## src/rtl/exe_muldiv_unit_if.sv

```systemverilog
// Request/result bundle between the EXE stage (master) and the mul/div unit (slave).
interface exe_muldiv_unit_if #(
    parameter int WIDTH = 32
);
    logic             op_valid;
    logic             op_ready;
    logic [3:0]       op_code;
    logic [WIDTH-1:0] src1;
    logic [WIDTH-1:0] src2;
    logic             flush;
    logic             busy;
    logic             done;
    logic [WIDTH-1:0] hi;
    logic [WIDTH-1:0] lo;

    modport master (
        output op_valid, op_code, src1, src2, flush,
        input  op_ready, busy, done, hi, lo
    );
    modport slave (
        input  op_valid, op_code, src1, src2, flush,
        output op_ready, busy, done, hi, lo
    );
endinterface

```

## src/rtl/exe_muldiv_unit.sv

```systemverilog
// Iterative HI/LO mul/div unit for EXE; define MULDIV_ACC_EN for true MADD/MSUB accumulate.
// Latency to done: mul-class WIDTH/MUL_BITS+2, div-class WIDTH+2, MTHI/MTLO/illegal 1.
// Backpressure: op_ready only in IDLE without flush; flush or reset drops the in-flight op silently.
module exe_muldiv_unit #(
    parameter int WIDTH    = 32,
    parameter int MUL_BITS = 2
) (
    input  logic             clk,
    input  logic             reset,
    exe_muldiv_unit_if.slave io
);
    localparam int W2        = 2 * WIDTH;
    localparam int MUL_STEPS = WIDTH / MUL_BITS;
    localparam int CW        = $clog2(WIDTH + 1);

    typedef enum logic [2:0] {S_IDLE, S_MUL, S_DIV, S_FIX, S_DONE} state_t;

    state_t           state;
    logic [CW-1:0]    cnt;
    logic             neg_main, neg_rem, div_op, div_zero, wr_hi, wr_lo;
    logic [WIDTH-1:0] src1_q, divisor, rem, shreg;
    logic [WIDTH-1:0] res_hi, res_lo, hi_r, lo_r;
    logic [W2-1:0]    acc, mcand;
`ifdef MULDIV_ACC_EN
    logic             acc_add, acc_sub;
    logic [W2-1:0]    snap;
`endif

    logic             is_mul, is_div, s1_neg, s2_neg, div_ge;
    logic [WIDTH-1:0] mag1, mag2, quo, remv;
    logic [W2-1:0]    partial, prod, fixed;
    logic [WIDTH:0]   div_shift;

    always_comb begin
        is_mul = 1'b0;
        is_div = 1'b0;
        case (io.op_code)
            4'd0, 4'd1, 4'd4, 4'd5, 4'd6, 4'd7: is_mul = 1'b1;
            4'd2, 4'd3:                         is_div = 1'b1;
            default: ;
        endcase
    end

    // Even op codes are the signed variants; iterate on magnitudes and fix signs at the end
    assign s1_neg = ~io.op_code[0] & io.src1[WIDTH-1];
    assign s2_neg = ~io.op_code[0] & io.src2[WIDTH-1];
    assign mag1   = s1_neg ? -io.src1 : io.src1;
    assign mag2   = s2_neg ? -io.src2 : io.src2;

    always_comb begin
        partial = '0;
        for (int i = 0; i < MUL_BITS; i++)
            if (shreg[i]) partial = partial + (mcand << i);
    end

    // Restoring step: shreg doubles as dividend source and quotient sink
    assign div_shift = {rem, shreg[WIDTH-1]};
    assign div_ge    = div_shift >= {1'b0, divisor};

    assign prod = neg_main ? -acc : acc;
    assign quo  = neg_main ? -shreg : shreg;
    assign remv = neg_rem ? -rem : rem;
`ifdef MULDIV_ACC_EN
    always_comb begin
        fixed = prod;
        if (acc_add)      fixed = snap + prod;
        else if (acc_sub) fixed = snap - prod;
    end
`else
    assign fixed = prod;
`endif

    always_ff @(posedge clk) begin
        if (reset) begin
            state    <= S_IDLE;
            cnt      <= '0;
            neg_main <= 1'b0;
            neg_rem  <= 1'b0;
            div_op   <= 1'b0;
            div_zero <= 1'b0;
            wr_hi    <= 1'b0;
            wr_lo    <= 1'b0;
            src1_q   <= '0;
            divisor  <= '0;
            rem      <= '0;
            shreg    <= '0;
            res_hi   <= '0;
            res_lo   <= '0;
            hi_r     <= '0;
            lo_r     <= '0;
            acc      <= '0;
            mcand    <= '0;
`ifdef MULDIV_ACC_EN
            acc_add  <= 1'b0;
            acc_sub  <= 1'b0;
            snap     <= '0;
`endif
        end else if (state != S_IDLE && io.flush) begin
            state <= S_IDLE;
        end else begin
            case (state)
                S_IDLE: if (io.op_valid && !io.flush) begin
                    cnt      <= '0;
                    src1_q   <= io.src1;
                    neg_main <= s1_neg ^ s2_neg;
                    neg_rem  <= s1_neg;
                    div_op   <= is_div;
                    div_zero <= (io.src2 == '0);
                    wr_hi    <= (io.op_code == 4'd8);
                    wr_lo    <= (io.op_code == 4'd9);
                    res_hi   <= io.src1;
                    res_lo   <= io.src1;
                    acc      <= '0;
                    mcand    <= {{WIDTH{1'b0}}, mag1};
`ifdef MULDIV_ACC_EN
                    acc_add  <= (io.op_code == 4'd4) || (io.op_code == 4'd5);
                    acc_sub  <= (io.op_code == 4'd6) || (io.op_code == 4'd7);
                    snap     <= {hi_r, lo_r};
`endif
                    if (is_mul) begin
                        shreg <= mag2;
                        state <= S_MUL;
                    end else if (is_div) begin
                        rem     <= '0;
                        shreg   <= mag1;
                        divisor <= mag2;
                        state   <= S_DIV;
                    end else begin
                        state <= S_DONE;
                    end
                end
                S_MUL: begin
                    acc   <= acc + partial;
                    mcand <= mcand << MUL_BITS;
                    shreg <= shreg >> MUL_BITS;
                    cnt   <= cnt + CW'(1);
                    if (cnt == CW'(MUL_STEPS - 1)) state <= S_FIX;
                end
                S_DIV: begin
                    rem   <= div_ge ? (div_shift[WIDTH-1:0] - divisor) : div_shift[WIDTH-1:0];
                    shreg <= {shreg[WIDTH-2:0], div_ge};
                    cnt   <= cnt + CW'(1);
                    if (cnt == CW'(WIDTH - 1)) state <= S_FIX;
                end
                S_FIX: begin
                    wr_hi <= 1'b1;
                    wr_lo <= 1'b1;
                    if (div_op) begin
                        res_lo <= div_zero ? '1 : quo;
                        res_hi <= div_zero ? src1_q : remv;
                    end else begin
                        {res_hi, res_lo} <= fixed;
                    end
                    state <= S_DONE;
                end
                S_DONE: begin
                    if (wr_hi) hi_r <= res_hi;
                    if (wr_lo) lo_r <= res_lo;
                    state <= S_IDLE;
                end
                default: state <= S_IDLE;
            endcase
        end
    end

    assign io.op_ready = (state == S_IDLE) & ~io.flush;
    assign io.busy     = (state != S_IDLE);
    assign io.done     = (state == S_DONE) & ~io.flush;
    assign io.hi       = hi_r;
    assign io.lo       = lo_r;
endmodule

```

## src/flat_wrapper.sv

```systemverilog
// flat-port wrapper written by rule: the top's interface ports become plain ports
module exe_muldiv_unit_flat 
#(
    parameter int WIDTH    = 32,
    parameter int MUL_BITS = 2
)
  (clk, reset, io_op_valid, io_op_code, io_src1, io_src2, io_flush, io_op_ready, io_busy, io_done, io_hi, io_lo);
  exe_muldiv_unit_if #(.WIDTH(WIDTH)) io_i ();
  input  logic clk;
  input  logic reset;
  input wire logic [$bits(io_i.op_valid)-1:0] io_op_valid;
  input wire logic [$bits(io_i.op_code)-1:0] io_op_code;
  input wire logic [$bits(io_i.src1)-1:0] io_src1;
  input wire logic [$bits(io_i.src2)-1:0] io_src2;
  input wire logic [$bits(io_i.flush)-1:0] io_flush;
  output wire logic [$bits(io_i.op_ready)-1:0] io_op_ready;
  output wire logic [$bits(io_i.busy)-1:0] io_busy;
  output wire logic [$bits(io_i.done)-1:0] io_done;
  output wire logic [$bits(io_i.hi)-1:0] io_hi;
  output wire logic [$bits(io_i.lo)-1:0] io_lo;
  assign io_i.op_valid = io_op_valid;
  assign io_i.op_code = io_op_code;
  assign io_i.src1 = io_src1;
  assign io_i.src2 = io_src2;
  assign io_i.flush = io_flush;
  assign io_op_ready = io_i.op_ready;
  assign io_busy = io_i.busy;
  assign io_done = io_i.done;
  assign io_hi = io_i.hi;
  assign io_lo = io_i.lo;
  exe_muldiv_unit #(.WIDTH(WIDTH), .MUL_BITS(MUL_BITS)) u_core (.clk(clk), .reset(reset), .io(io_i));
endmodule
```

## config.mk

```make
export PLATFORM = sky130hd
export DESIGN_NAME = exe_muldiv_unit_flat
export DESIGN_NICKNAME = d
export VERILOG_FILES = /design/src/rtl/exe_muldiv_unit_if.sv /design/src/rtl/exe_muldiv_unit.sv /design/src/flat_wrapper.sv
export SDC_FILE = /design/constraint.sdc
export NUM_CORES = 2
export LEC_CHECK = 0
export BUFFER_PORTS_ARGS = -buffer_cell sky130_fd_sc_hd__buf_2
export CAP_MARGIN = 20
export CORE_MARGIN = 3
export CORE_UTILIZATION = 57
export CTS_CLUSTER_DIAMETER = 150
export CTS_CLUSTER_SIZE = 16
export DETAILED_ROUTE_END_ITERATION = 16
export GPL_ROUTABILITY_DRIVEN = 0
export PLACE_DENSITY = 0.84
export SYNTH_ARGS = -nofsm -noshare
export SYNTH_HDL_FRONTEND = slang
export SYNTH_SLANG_ARGS = --single-unit
```

## constraint.sdc

```tcl
create_clock -name clk -period 7.7 [get_ports clk]
set_input_delay 0.77 -clock clk [delete_from_list [all_inputs] [get_ports clk]]
set_output_delay 0.77 -clock clk [all_outputs]
set_load 0.02 [all_outputs]
```

Word level (Yosys, flattened, before mapping)

Index checks and enable logic that the tools add are counted.

$mul: 0
Eq/ne operators: 21
$lt $le $gt $ge: 1
$add $sub $neg: 9
Divide/modulo/power cells: 0
Shift-type cells: 0
Bitwise gates (word level): 9
Reduce and logical (&&, ||, !) cells: 26
Mux-type cells: 41

Operators with widths:

| operator                                                               | number |
|---|---|
| 32-bit 2-to-1 mux                                                      | 16 |
| 64-bit 2-to-1 mux                                                      | 5 |
| 64-bit one-hot mux with 2 select lines                                 | 2 |
| 32-bit one-hot mux with 2 select lines                                 | 3 |
| 64-bit adder                                                           | 2 |
| 32-bit negation                                                        | 4 |
| 32-bit one-hot mux with 3 select lines                                 | 1 |
| 64-bit negation                                                        | 1 |
| 33-bit by 32-bit greater-or-equal comparator with 1-bit output         | 1 |
| 32-bit logical NOT                                                     | 1 |
| 32-bit subtractor                                                      | 1 |
| 3-bit AND reduction                                                    | 7 |
| 4-bit by 3-bit equality test with 1-bit output (second input constant) | 4 |
| 3-bit 2-to-1 mux                                                       | 5 |
| 3-bit one-hot mux with 4 select lines                                  | 1 |
| 6-bit one-hot mux with 2 select lines                                  | 1 |
| 5-bit AND reduction                                                    | 2 |
| 4-bit by 2-bit equality test with 1-bit output (second input constant) | 2 |
| 4-bit equality test (second input constant)                            | 2 |
| 2-bit by 1-bit != test with 1-bit output (second input constant)       | 4 |
| 2-bit nonzero test                                                     | 4 |
| 6-bit by 1-bit adder with 6-bit output (second input constant)         | 1 |
| 3-bit by 2-bit equality test with 1-bit output (second input constant) | 2 |
| 6-bit by 4-bit equality test with 1-bit output (second input constant) | 1 |
| 20 further kinds                                                       | 34 |

Bits in writable memories: 0
Input port bits: 72
Bits in latches: 0
Memories: 0
Word-level logic and storage cells: 125
Flip-flop bits (word level): 399
Output and inout port bits: 67
Bits in read-only memories: 0

Depth between registers and ports, before layout

Depth in word-level cells: 7
Gate-level depth with buffers: 37
Depth with buffers taken out: 29

Worst setup path after synthesis

OpenSTA, ideal clock, no wires.

Kind: register to register
From: reg u_core.shreg[0]
To: reg u_core.acc[56]
Library setup time: 0.128 ns
Required time: 7.572 ns
Period minus slack after synthesis: 7.729 ns
Path slack: -0.029 ns
Buffers on the path: 9
Data arrival time: 7.600 ns
Stages on the path, launching flop included: 34
Cell sequence: dfxtp_1 > buf_4 > buf_2 > buf_2 > buf_2 > buf_1 > clkbuf_1 > clkbuf_1 > clkbuf_1 > clkbuf_1 > nand2_1 > fa_1 > o32a_1 > a32oi_1 > a21oi_1 > o21ai_2 > a31oi_1 > o21ai_0 > a31oi_1 > xnor2_1 > mux2_2 > ha_1 > a21o_1 > a21o_1 > a21oi_1 > o21a_1 > o21ai_0 > a21oi_1 > o21ai_0 > or3_1 > a221oi_1 > o21bai_1 > xnor2_1 > o21ai_0

Word-level cells in the longest chain between the ends: 5

RTL lines:

| element                                    | RTL line               | text |
|---|---|---|
| start, declared                            | exe_muldiv_unit.sv:21  | `logic [WIDTH-1:0] src1_q, divisor, rem, shreg;` |
| start signal, assigned                     | exe_muldiv_unit.sv:121 | `shreg <= mag2;` |
| start signal, assigned                     | exe_muldiv_unit.sv:125 | `shreg <= mag1;` |
| start signal, assigned                     | exe_muldiv_unit.sv:135 | `shreg <= shreg >> MUL_BITS;` |
| 64-bit 2-to-1 mux (*)                      | exe_muldiv_unit.sv:53  | `if (shreg[i]) partial = partial + (mcand << i);` |
| 64-bit adder                               | exe_muldiv_unit.sv:53  |  |
| 64-bit 2-to-1 mux (*)                      | exe_muldiv_unit.sv:53  |  |
| 64-bit adder (*)                           | exe_muldiv_unit.sv:133 | `acc <= acc + partial;` |
| 64-bit one-hot mux with 2 select lines (*) | exe_muldiv_unit.sv:101 | `case (state)` |
| end signal, assigned                       | exe_muldiv_unit.sv:133 |  |
| end, declared                              | exe_muldiv_unit.sv:23  | `logic [W2-1:0] acc, mcand;` |

Every way passes the cells marked *; elsewhere a longest branch is shown, timed or not.
A chain may end at the register's enable or synchronous reset.

Worst setup path in the final report

From: reg u_core.shreg[0]
To: reg u_core.acc[63]

The elaborated chain is that of the path after synthesis.

==> impl_metrics.json <==
{
  "fp.coreArea_um2": 51900,
  "relSlewSlack_pct": 28.0,
  "place.port_buffers": 138,
  "grt_pass1_wl_um": 158000,
  "rsz0062_at_grt": "no",
  "worstHoldPathCells": 2,
  "worst_pin_slew_ns": 1.08,
  "syn_area_um2": 30300,
  "start_util_pct": 58.4,
  "clock_sinks": 399,
  "cp_cell_sequence": "buf_4, buf_4, nand2_1, nor4_1, a31oi_1, nor4bb_1, a21oi_1, o211a_1, o311ai_1, a41oi_1, xnor2_1, mux2_2, ha_1, nand2_1, o21ai_0, a2111oi_0, or4_1, nor2_1, o22ai_1, o31a_1, xnor2_1, xnor2_1, a21oi_1, o22ai_1",
  "cpMostUsedCell": "xnor2_1",
  "ir_drop_mv": 0.188,
  "max_cap_viol_count": 0,
  "setup_violations": 0,
  "grt_max_degree": 120,
  "pre_cts_slack_ns": 0.967,
  "numCtsBuffers": 28,
  "root_buffer": "clkbuf_16",
  "io_pins": 139,
  "whs_ns": 0.452,
  "clk_path_buf_depth": 3,
  "overflow": 0,
  "path_clk_slew_ns": 0.08,
  "drive_gt1_share_pct": 7.29,
  "worstSetupStartpointType": "flip-flop",
  "route.detailed.drc": 0,
  "yosys-top-cells-area": "dfxtp_1, nand2_1, xnor2_1",
  "dp_cells": 4677,
  "hp-class": "flip-flop to flip-flop",
  "drtIter0Drc": 4499,
  "path_buf_inv": 2,
  "postCtsHoldBufs": 0,
  "setup_slack_ns": 0.766,
  "synth_area_per_cell_um2": 7.37,
  "die_y_um": 237,
  "grt_pass1_vias": 28100,
  "fmax_ghz": 0.144,
  "dp_hpwl_um": 74600,
  "fin_crit_sh_pct": 90.1,
  "area_growth_pct": 4.93,
  "viasPerCell": 6.66,
  "path_class": "flip-flop to flip-flop",
  "yosys_warnings": 0,
  "synth_top_cell_by_area": "dfxtp_1",
  "post-cts-setup-buffers": 0,
  "layoutNonFillerInstCount": 4713,
  "power_w": 0.00684,
  "antenna_found_initial": 5,
  "ys.flop_type": "dfxtp_1",
  "seq_area_frac_synth_pct": 26.3,
  "die_area_um2": 56000,
  "fp-row-count": 83,
  "hold_violations": 0,
  "dr.pass1.iters": 7,
  "r2r_cells": 24,
  "endpoint_kind": "flip-flop",
  "nets": 4246,
  "async_reset_ff_share_pct": 0,
  "drv_slew": 0,
  "status": "complete, no violations",
  "power.density_nw_per_um2": 215,
  "clk_latency_ns": 0.62,
  "synth_nets": 4328,
  "cp.required_ns": 8.24,
  "totalWireLength_um": 101000,
  "power_leakage_nw": 12.4,
  "critPathMaxStageDelay_ns": 0.58,
  "worstPathMaxFanout": 63,
  "synth_seq_cells": 399,
  "tns_ns": 0,
  "cts.htree.levels": 1,
  "postSynthCellCount": 4112,
  "fin_crit_ns": 6.93,
  "fin_skew_ns": 0.0463,
  "grt_usage_pct": 34.5,
  "synth_top_area_share_pct": 26.3,
  "path_depth": 24,
  "cts_tree": "yes",
  "arrival_ns": 7.47,
  "die_w_um": 237,
  "cpMaxStageDelayCell": "o311ai_1",
  "ant_nets": 0,
  "crit_family": "compound AO/OA/AOI/OAI gates",
  "synth_edf_count": 0,
  "cts_resized": 0,
  "n_fill_cell": 4625,
  "synth_cell_types": 97,
  "vias": 31400,
  "drt-wirelength-per-cell_um": 21.5
}
## per-stage QoR
step	util [%]	cell area, um2
detailed placement	59.8	31000
global placement	59.8	31000
floorplan	-	30300
finish	61.3	31800
CTS	61.2	31800
global route	61.3	31800
## routing by layer
layer	wire, um	up-vias	GRT usage (%)
met2	41900	1888	50.4
met4	6410	6	18.5
li1	-	14600	-
met3	13100	335	8.77
met5	38	-	0
met1	39900	14500	46.7
## flip-flops by register name, summed over array words and instances, names as in the netlist, 3 cells and up
register / flops
u_core.state: 3
u_core.shreg: 32
u_core.mcand: 64
u_core.res_hi: 32
u_core.acc: 64
u_core.rem: 32
u_core.src1_q: 32
u_core.io.hi: 32
u_core.divisor: 32
u_core.io.lo: 32
u_core.res_lo: 32
u_core.cnt: 6
## worst paths after layout
kind                                        from  slack (ns)                to
worst max-delay path             u_core.shreg[0]        0.77    u_core.acc[63]
worst min register to register  u_core.io.hi[11]        0.45  u_core.io.hi[11]
worst min-delay path            u_core.io.hi[11]        0.45  u_core.io.hi[11]
worst max register to register   u_core.shreg[0]        0.77    u_core.acc[63]
## cells in the mapped netlist (30+ instances only)
master / number
a211oi_1: 62
nand2b_1: 42
o211ai_1: 62
inv_1: 102
and2_1: 38
a311oi_1: 31
a22oi_1: 81
o21ai_0: 291
a21oi_1: 345
mux2i_1: 58
clkbuf_1: 243
nor3_1: 70
o31ai_1: 46
nand2_1: 576
or3_1: 32
a2111oi_0: 30
xor2_1: 133
dfxtp_1: 399
nor2b_1: 35
xnor2_1: 218
nand3_1: 47
ha_1: 141
a221oi_1: 40
a21o_1: 80
nor2_1: 436
o22ai_1: 32
## area by class of cell
type	count	area (um2)	share of cell area, %
antenna	2	5.00	0.0157
clock buffer	30	708	2.23
clock inverter	1	16.3	0.0511
inverter	104	390	1.23
multi-input combinational	3322	20800	65.5
sequential	399	8000	25.1
tap	680	851	2.67
timing repair buffer	175	1010	3.17
## placed cells by master, fill, tap and decap left out, types with 37 or more instances in the layout
master and instances:
nand2_1 575, xnor2_1 218, inv_1 102, o31ai_1 46
nor3_1 69, a22oi_1 81, a221oi_1 40, o211ai_1 62
nand3_1 47, a211oi_1 62, mux2i_1 58, a21oi_1 344
xor2_1 133, nand2b_1 41, dfxtp_1 395, buf_2 138
and2_1 37, nor2_1 432, a21o_1 80, o21ai_0 290
ha_1 141
## power by group
part	total (W)	leakage, nW	internal, W	switching (W)
sequential	0.00278	3.24	0.00230	0.000479
combinational	0.00266	8.83	0.000923	0.00173
clock	0.00141	0.354	0.000647	0.000760
total	0.00684	12.4	0.00387	0.00297
## cells by family (layout without fill, tap and decap cells)
| logic type | Yosys count | count (layout) | synth area share [%] |
|---|---|---|---|
| DFF | 399 | 399 | 26.3 |
| AOI/OAI and AO/OA | 1316 | 1316 | 28.3 |
| adders and majority gates | 145 | 145 | 6.05 |
| xor gates and xnor gates | 351 | 351 | 10.1 |
| other | 0 | 2 | 0 |
| muxes | 80 | 80 | 2.73 |
| buffers and inverters | 391 | 310 | 5.11 |
| and+or+nand+nor | 1430 | 1430 | 21.3 |
## worst register-to-register path, cell delays in order (launching register included)
cell       delay, ns
dfxtp_4         0.54
buf_4           0.48
buf_4           0.59
nand2_1         0.23
nor4_1          0.33
a31oi_1         0.16
nor4bb_1        0.36
a21oi_1         0.18
o211a_1         0.29
o311ai_1        0.58
a41oi_1         0.24
xnor2_1         0.16
mux2_2          0.28
ha_1            0.36
nand2_1         0.13
o21ai_0         0.37
a2111oi_0       0.10
or4_1           0.54
nor2_1          0.12
o22ai_1         0.08
o31a_1          0.12
xnor2_1         0.20
xnor2_1         0.18
a21oi_1         0.11
o22ai_1         0.15
Power figures use the tool's default switching activity.
